## config.mk

```make
export PLATFORM = sky130hd
export DESIGN_NAME = opl3_output_mixer
export DESIGN_NICKNAME = d
export VERILOG_FILES = /design/src/rtl/opl3_output_mixer.sv
export SDC_FILE = /design/constraint.sdc
export NUM_CORES = 1
export LEC_CHECK = 0
export CAP_MARGIN = 0
export CELL_PAD_IN_SITES_DETAIL_PLACEMENT = 2
export CELL_PAD_IN_SITES_GLOBAL_PLACEMENT = 2
export CORE_UTILIZATION = 34
export DETAILED_ROUTE_END_ITERATION = 10
export HOLD_SLACK_MARGIN = 0.02
export PLACE_DENSITY = 0.86
export SETUP_SLACK_MARGIN = 0.15
export SYNTH_ARGS = -nofsm -noshare
export SYNTH_HDL_FRONTEND = slang
export SYNTH_SLANG_ARGS = --single-unit
```

## constraint.sdc

```tcl
create_clock -name clk -period 8.5 [get_ports clk]
set_clock_uncertainty 0.05 [all_clocks]
set_input_delay 1.7 -clock clk [delete_from_list [all_inputs] [get_ports clk]]
set_output_delay 1.7 -clock clk [all_outputs]
set_load 0.01 [all_outputs]
```

## src/rtl/opl3_output_mixer.sv

```systemverilog
// Purpose : per-channel gain + L/R routing mixer summing NUM_CH signed channel
//           samples into one stereo DAC sample, saturated to DAC_OUTPUT_WIDTH.
// Latency : sample_clk_en at cycle T -> sample_valid pulse at T+NUM_CH+1.
// Backpr. : none; a strobe that lands while a mix is running is dropped and
//           latches the sticky overrun flag until the next cfg_wr.
//
// Ports:
//   clk, reset           opl3 clock, synchronous active-high reset
//   sample_clk_en        strobe: snapshot inputs/config and start a mix
//   channel_in           flattened signed samples, ch0 in the LSBs
//   cfg_wr/ch/gain/route per-channel gain and routing write (route bit0=L, bit1=R)
//   sample_l/r           saturated signed outputs, held between pulses
//   sample_valid         one-cycle pulse when sample_l/r update
//   busy                 mix in progress (ACCUM or OUTPUT)
//   overrun              sticky: strobe arrived while busy; cleared by cfg_wr
module opl3_output_mixer #(
  parameter int NUM_CH           = 4,
  parameter int SAMPLE_WIDTH     = 16,
  parameter int GAIN_WIDTH       = 4,
  parameter int GAIN_FRAC        = 3,
  parameter int DAC_OUTPUT_WIDTH = 24,
  parameter int DAC_LEFT_SHIFT   = 2
) (
  input  logic                               clk,
  input  logic                               reset,
  input  logic                               sample_clk_en,
  input  logic [NUM_CH*SAMPLE_WIDTH-1:0]     channel_in,
  input  logic                               cfg_wr,
  input  logic [$clog2(NUM_CH)-1:0]          cfg_ch,
  input  logic [GAIN_WIDTH-1:0]              cfg_gain,
  input  logic [1:0]                         cfg_route,
  output logic signed [DAC_OUTPUT_WIDTH-1:0] sample_l,
  output logic signed [DAC_OUTPUT_WIDTH-1:0] sample_r,
  output logic                               sample_valid,
  output logic                               busy,
  output logic                               overrun
);

  localparam int CH_W   = $clog2(NUM_CH);
  localparam int PROD_W = SAMPLE_WIDTH + GAIN_WIDTH + 1;
  // Headroom of CH_W bits above one product: the sum of NUM_CH products cannot wrap.
  localparam int ACC_W  = PROD_W + CH_W;
  localparam int SHL_W  = ACC_W + DAC_LEFT_SHIFT;
  // Working width for shift/saturate: wide enough for the shifted sum and the DAC limits.
  localparam int EXT_W  = ((SHL_W > DAC_OUTPUT_WIDTH) ? SHL_W : DAC_OUTPUT_WIDTH) + 1;

  localparam logic [CH_W-1:0] LAST_IDX = CH_W'(NUM_CH - 1);
  localparam logic signed [EXT_W-1:0] SAT_MAX =
    {{(EXT_W-DAC_OUTPUT_WIDTH+1){1'b0}}, {(DAC_OUTPUT_WIDTH-1){1'b1}}};
  localparam logic signed [EXT_W-1:0] SAT_MIN = ~SAT_MAX;

  typedef enum logic [1:0] {IDLE, ACCUM, OUTPUT} state_e;

  state_e                              state_q, state_d;
  logic [CH_W-1:0]                     idx_q, idx_d;
  logic signed [ACC_W-1:0]             acc_l_q, acc_l_d, acc_r_q, acc_r_d;
  logic [GAIN_WIDTH-1:0]               gain_q [NUM_CH];
  logic [GAIN_WIDTH-1:0]               gain_d [NUM_CH];
  logic [1:0]                          route_q [NUM_CH];
  logic [1:0]                          route_d [NUM_CH];
  logic [SAMPLE_WIDTH-1:0]             sh_samp_q [NUM_CH];
  logic [SAMPLE_WIDTH-1:0]             sh_samp_d [NUM_CH];
  logic [GAIN_WIDTH-1:0]               sh_gain_q [NUM_CH];
  logic [GAIN_WIDTH-1:0]               sh_gain_d [NUM_CH];
  logic [1:0]                          sh_route_q [NUM_CH];
  logic [1:0]                          sh_route_d [NUM_CH];
  logic signed [DAC_OUTPUT_WIDTH-1:0]  sample_l_q, sample_l_d, sample_r_q, sample_r_d;
  logic                                valid_q, valid_d;
  logic                                busy_q, busy_d;
  logic                                overrun_q, overrun_d;

  // Datapath for the channel selected by idx_q, and the final shift/saturate.
  logic [SAMPLE_WIDTH-1:0]  cur_samp;
  logic [GAIN_WIDTH-1:0]    cur_gain;
  logic [1:0]               cur_route;
  logic signed [PROD_W-1:0] samp_x, gain_x, prod;
  logic signed [ACC_W-1:0]  prod_x;
  logic signed [EXT_W-1:0]  acc_l_x, acc_r_x, shl_l, shl_r;
  logic signed [DAC_OUTPUT_WIDTH-1:0] sat_l, sat_r;

  function automatic logic signed [DAC_OUTPUT_WIDTH-1:0] saturate(
    input logic signed [EXT_W-1:0] v
  );
    if (v > SAT_MAX)      return SAT_MAX[DAC_OUTPUT_WIDTH-1:0];
    else if (v < SAT_MIN) return SAT_MIN[DAC_OUTPUT_WIDTH-1:0];
    else                  return v[DAC_OUTPUT_WIDTH-1:0];
  endfunction

  always_comb begin
    cur_samp  = sh_samp_q[idx_q];
    cur_gain  = sh_gain_q[idx_q];
    cur_route = sh_route_q[idx_q];
    // Gain is unsigned: zero-extend it so the signed multiply treats 15 as +15.
    samp_x    = {{(GAIN_WIDTH+1){cur_samp[SAMPLE_WIDTH-1]}}, cur_samp};
    gain_x    = {{SAMPLE_WIDTH{1'b0}}, 1'b0, cur_gain};
    prod      = samp_x * gain_x;
    prod_x    = {{CH_W{prod[PROD_W-1]}}, prod};
    acc_l_x   = {{(EXT_W-ACC_W){acc_l_q[ACC_W-1]}}, acc_l_q};
    acc_r_x   = {{(EXT_W-ACC_W){acc_r_q[ACC_W-1]}}, acc_r_q};
    // Arithmetic right shift floors toward -inf (e.g. -1 stays -1).
    shl_l     = (acc_l_x >>> GAIN_FRAC) <<< DAC_LEFT_SHIFT;
    shl_r     = (acc_r_x >>> GAIN_FRAC) <<< DAC_LEFT_SHIFT;
    sat_l     = saturate(shl_l);
    sat_r     = saturate(shl_r);
  end

  always_comb begin
    state_d    = state_q;
    idx_d      = idx_q;
    acc_l_d    = acc_l_q;
    acc_r_d    = acc_r_q;
    gain_d     = gain_q;
    route_d    = route_q;
    sh_samp_d  = sh_samp_q;
    sh_gain_d  = sh_gain_q;
    sh_route_d = sh_route_q;
    sample_l_d = sample_l_q;
    sample_r_d = sample_r_q;
    valid_d    = 1'b0;
    busy_d     = busy_q;
    overrun_d  = overrun_q;

    // Decoded compare: an index with no matching channel simply hits nothing.
    for (int i = 0; i < NUM_CH; i++) begin
      if (cfg_wr && (cfg_ch == CH_W'(i))) begin
        gain_d[i]  = cfg_gain;
        route_d[i] = cfg_route;
      end
    end

    // Set takes priority over the cfg_wr clear.
    if (cfg_wr) overrun_d = 1'b0;
    if (sample_clk_en && (state_q != IDLE)) overrun_d = 1'b1;

    case (state_q)
      IDLE: begin
        if (sample_clk_en) begin
          // Snapshot uses the pre-write config; a same-cycle cfg_wr lands next mix.
          for (int i = 0; i < NUM_CH; i++) begin
            sh_samp_d[i] = channel_in[i*SAMPLE_WIDTH +: SAMPLE_WIDTH];
          end
          sh_gain_d  = gain_q;
          sh_route_d = route_q;
          acc_l_d    = '0;
          acc_r_d    = '0;
          idx_d      = '0;
          busy_d     = 1'b1;
          state_d    = ACCUM;
        end
      end
      ACCUM: begin
        if (cur_route[0]) acc_l_d = acc_l_q + prod_x;
        if (cur_route[1]) acc_r_d = acc_r_q + prod_x;
        if (idx_q == LAST_IDX) state_d = OUTPUT;
        else                   idx_d   = idx_q + CH_W'(1);
      end
      OUTPUT: begin
        sample_l_d = sat_l;
        sample_r_d = sat_r;
        valid_d    = 1'b1;
        busy_d     = 1'b0;
        state_d    = IDLE;
      end
      default: begin
        state_d = IDLE;
        busy_d  = 1'b0;
      end
    endcase
  end

  always_ff @(posedge clk) begin
    if (reset) begin
      state_q    <= IDLE;
      idx_q      <= '0;
      acc_l_q    <= '0;
      acc_r_q    <= '0;
      sample_l_q <= '0;
      sample_r_q <= '0;
      valid_q    <= 1'b0;
      busy_q     <= 1'b0;
      overrun_q  <= 1'b0;
      for (int i = 0; i < NUM_CH; i++) begin
        gain_q[i]     <= GAIN_WIDTH'(1 << GAIN_FRAC);
        // Even channels left, odd right: the legacy a+c / b+d stereo split.
        route_q[i]    <= (i % 2 == 1) ? 2'b10 : 2'b01;
        sh_samp_q[i]  <= '0;
        sh_gain_q[i]  <= '0;
        sh_route_q[i] <= '0;
      end
    end else begin
      state_q    <= state_d;
      idx_q      <= idx_d;
      acc_l_q    <= acc_l_d;
      acc_r_q    <= acc_r_d;
      gain_q     <= gain_d;
      route_q    <= route_d;
      sh_samp_q  <= sh_samp_d;
      sh_gain_q  <= sh_gain_d;
      sh_route_q <= sh_route_d;
      sample_l_q <= sample_l_d;
      sample_r_q <= sample_r_d;
      valid_q    <= valid_d;
      busy_q     <= busy_d;
      overrun_q  <= overrun_d;
    end
  end

  assign sample_l     = sample_l_q;
  assign sample_r     = sample_r_q;
  assign sample_valid = valid_q;
  assign busy         = busy_q;
  assign overrun      = overrun_q;

endmodule

```

==> impl_metrics.ini <==
[final_layout]
drive_gt1_frac = 0.05375
layout_commonest_cell = nand2_1
area_growth_syn_to_layout_pct = 20.07
fin_nets = 1779
fill_cells = 4008
final_cell_mix = nand2_1, dfxtp_1, a21oi_1
insertedDiodeCount = 0
fin_cells = 2061

[global_route]
track_usage = 0.2297
gr-total-overflow = 0
grt_pass1_wl_mm = 66.98
grt_max_degree = 90
antenna_found_initial = 0
grt_pass1_vias = 12360

[floorplan]
start_util = 0.3441
rows = 69
coreArea_sq_um = 35480
die_area_sq_um = 36670
die_x_microns = 191.5
chipHeight_microns = 191.5
io_pins = 127

[timing]
tns_ps = 0
timing.fmax_ghz = 0.1279
finalSetupViolCount = 0
rsz0062_at_grt = false
post-route-period-util = 0.9197
maxSlewViolCount = 0
worst_pin_slew_ps = 1040
final_hold_viol_count = 0
slew-limit-headroom = 0.3043
min_period_ps = 7817

[power]
p_per_area_nw_per_um2 = 165.0
power_leakage_nw = 6.208
p_int_mw = 1.793
switching_share = 0.2587
switching_power_mw = 0.6257
peakVddDrop_mv = 0.1624
clockPowerShare = 0.476
pwr-share-comb = 0.105
seqPwrFrac = 0.420

[routing]
via_count = 11080
dr.first_iter.drc_count = 477
first_pass_iters = 4
wl_per_cell_microns = 20.27
drcViolationCount = 0
detail-route-antenna-nets = 0
wirelength_mm = 41.78
via_per_inst = 5.376

[critical_path]
startpoint_type = flop
worstSetupEndpointType = flop
crit_fanout = 15
crit_required_ps = 8920
worstSetupPathType = flop to flop
critPathArrivalTime_ps = 8240

[logic_synthesis]
ys_top_cells_by_area = dfxtp_1, nand2_1, ha_1, a21oi_1, fa_1
synth.top_cell.area_share = 0.3362
ys_seq_area_frac = 0.3362
synth_ff_type = dfxtp_1
syn_inst = 1504
synth_seq_cells = 205
synth_top_cell_by_area = dfxtp_1
ys_warn_count = 0
synth_async_sr_flop_share = 0
avgSynthCellArea_sq_um = 8.117
synth_edf_count = 0
synth_area_sq_um = 12210
yosysUniqueCellTypes = 66

[place]
port_buffers = 122
post-place-cells = 2018
place_congestion = 0.8729
dp_hpwl_mm = 30.20

[cts]
cts.path.max_buffers = 3
numCtsBuffers = 24
cts_tree = built
cts_resized = 0
postCtsSetupBuffers = 0
cts.root.buffer_cell = clkbuf_16
cts_hold_buf = 0
path_clk_slew_ps = 70
insertion_delay_ps = 560
clock-sinks = 205
h-tree-depth = 1

[job]
drv_cap = 0

[status]
outcome = completed

[worst_hold_path]
hold_path.class = flop to flop
==> power by group through the flow <==
stage               logic (mW)  clock network, mW  registers [mW]
floorplan                0.158                  0            1.02
global placement         0.234                  0            1.03
detailed placement       0.249                  0            1.03
CTS                      0.254               1.17            1.02
global route             0.274               1.21            1.02
finish                   0.253               1.15            1.02
==> through the flow <==
stage	area [sq um]	hold WS (ps)	setup slack [ps]	utilization	power (mW)
after global placement	13770	388.6	1222	0.3881	1.267
after CTS	14660	409.2	680.1	0.4131	2.440
after detailed placement	13770	398.5	900.7	0.3881	1.283
final	14660	402.3	682.6	0.4131	2.419
after global routing	14660	429.0	291.1	0.4131	2.499
after floorplan	12220	377.3	1203	-	1.180
==> cell families (layout without fill, tap and decap cells) <==
logic type,count (synthesis),in the layout,synth area share
simple gates,576,576,0.2097
xor+xnor,45,45,0.03290
buf+inv,175,268,0.05698
other cells,1,4,0.0003072
flops,205,205,0.3362
compound gates,341,341,0.1651
mux,41,41,0.05432
fa+ha+maj,120,120,0.1445
==> cell usage after synthesis, types with 4 or more instances <==
cell      instances
fa_1             35
or3_1             6
nor3b_1           6
nand2_1         320
and3_1            5
xor2_1           12
o21bai_1          7
o21ai_1          11
a211oi_1          6
nand4b_1          4
a211o_1          11
inv_1            91
nor3_1           15
a22oi_1           5
nor2_1           83
nor4_1            5
nand2b_1         11
nand4_1           5
a21o_1           29
a31oi_1          10
buf_1             6
a21oi_1         202
o211ai_1          4
ha_1             85
mux2i_1          19
mux4_2           20
nand3_1          45
buf_4             8
and2_1           50
o21ai_0          18
o21a_1           13
dfxtp_1         205
clkbuf_1         68
xnor2_1          32
o31ai_1           4
nor2b_1           9
==> metal layers <==
metal  up-vias  routed length (microns)  track usage
li1       5244                        -            -
met1      5554                    18210       0.2777
met2       202                    21230       0.4235
met3        80                      989      0.02148
met4         0                     1353      0.07448
met5         -                        0            0
==> final cells by class <==
| class | instances | area [sq um] | area share |
|---|---|---|---|
| clock inverter | 10 | 181.4 | 0.01238 |
| clock buffer | 33 | 704.4 | 0.04806 |
| inverter | 91 | 341.6 | 0.02330 |
| tap | 461 | 576.8 | 0.03935 |
| multi-input combinational | 1127 | 7436 | 0.5073 |
| sequential | 205 | 4105 | 0.2801 |
| timing repair buffer | 134 | 1313 | 0.08954 |
==> state kept, by name, indices dropped and copies added, names as in the netlist, 2 cells and up <==
signal and cells:
route_q 8, acc_r_q 23, state_q 2, sh_gain_q 16
acc_l_q 23, gain_q 16, sh_samp_q 64, sample_r 20
sh_route_q 8, idx_q 2, sample_l 20
==> path summary, 6_finish.rpt <==
kind                   start       endpoint  slack (ps)  cells past startpoint
hold reg to reg   route_q[6]  sh_route_q[6]         400                      2
setup / recovery    idx_q[0]    acc_l_q[22]         680                     25
setup reg to reg    idx_q[0]    acc_l_q[22]         680                     25
hold / removal    route_q[6]  sh_route_q[6]         400                      2
==> critical path: stages (launching register included) <==
cell      delay [ps]
dfxtp_2          630
buf_4            370
mux4_2           590
and2_1           210
ha_1             320
fa_1             560
inv_1             60
fa_1             550
inv_1             60
ha_1             350
inv_1             90
o21bai_1         110
o311ai_1         260
nand3_1          170
a41o_1           310
o41ai_1          570
mux2i_1          260
nand3_1          150
ha_1             420
a21o_1           200
a21oi_1          230
or3b_1           410
o221ai_1         210
xnor2_1          120
or3_1            340
a31oi_1          130
Power figures use the tool's default switching activity.
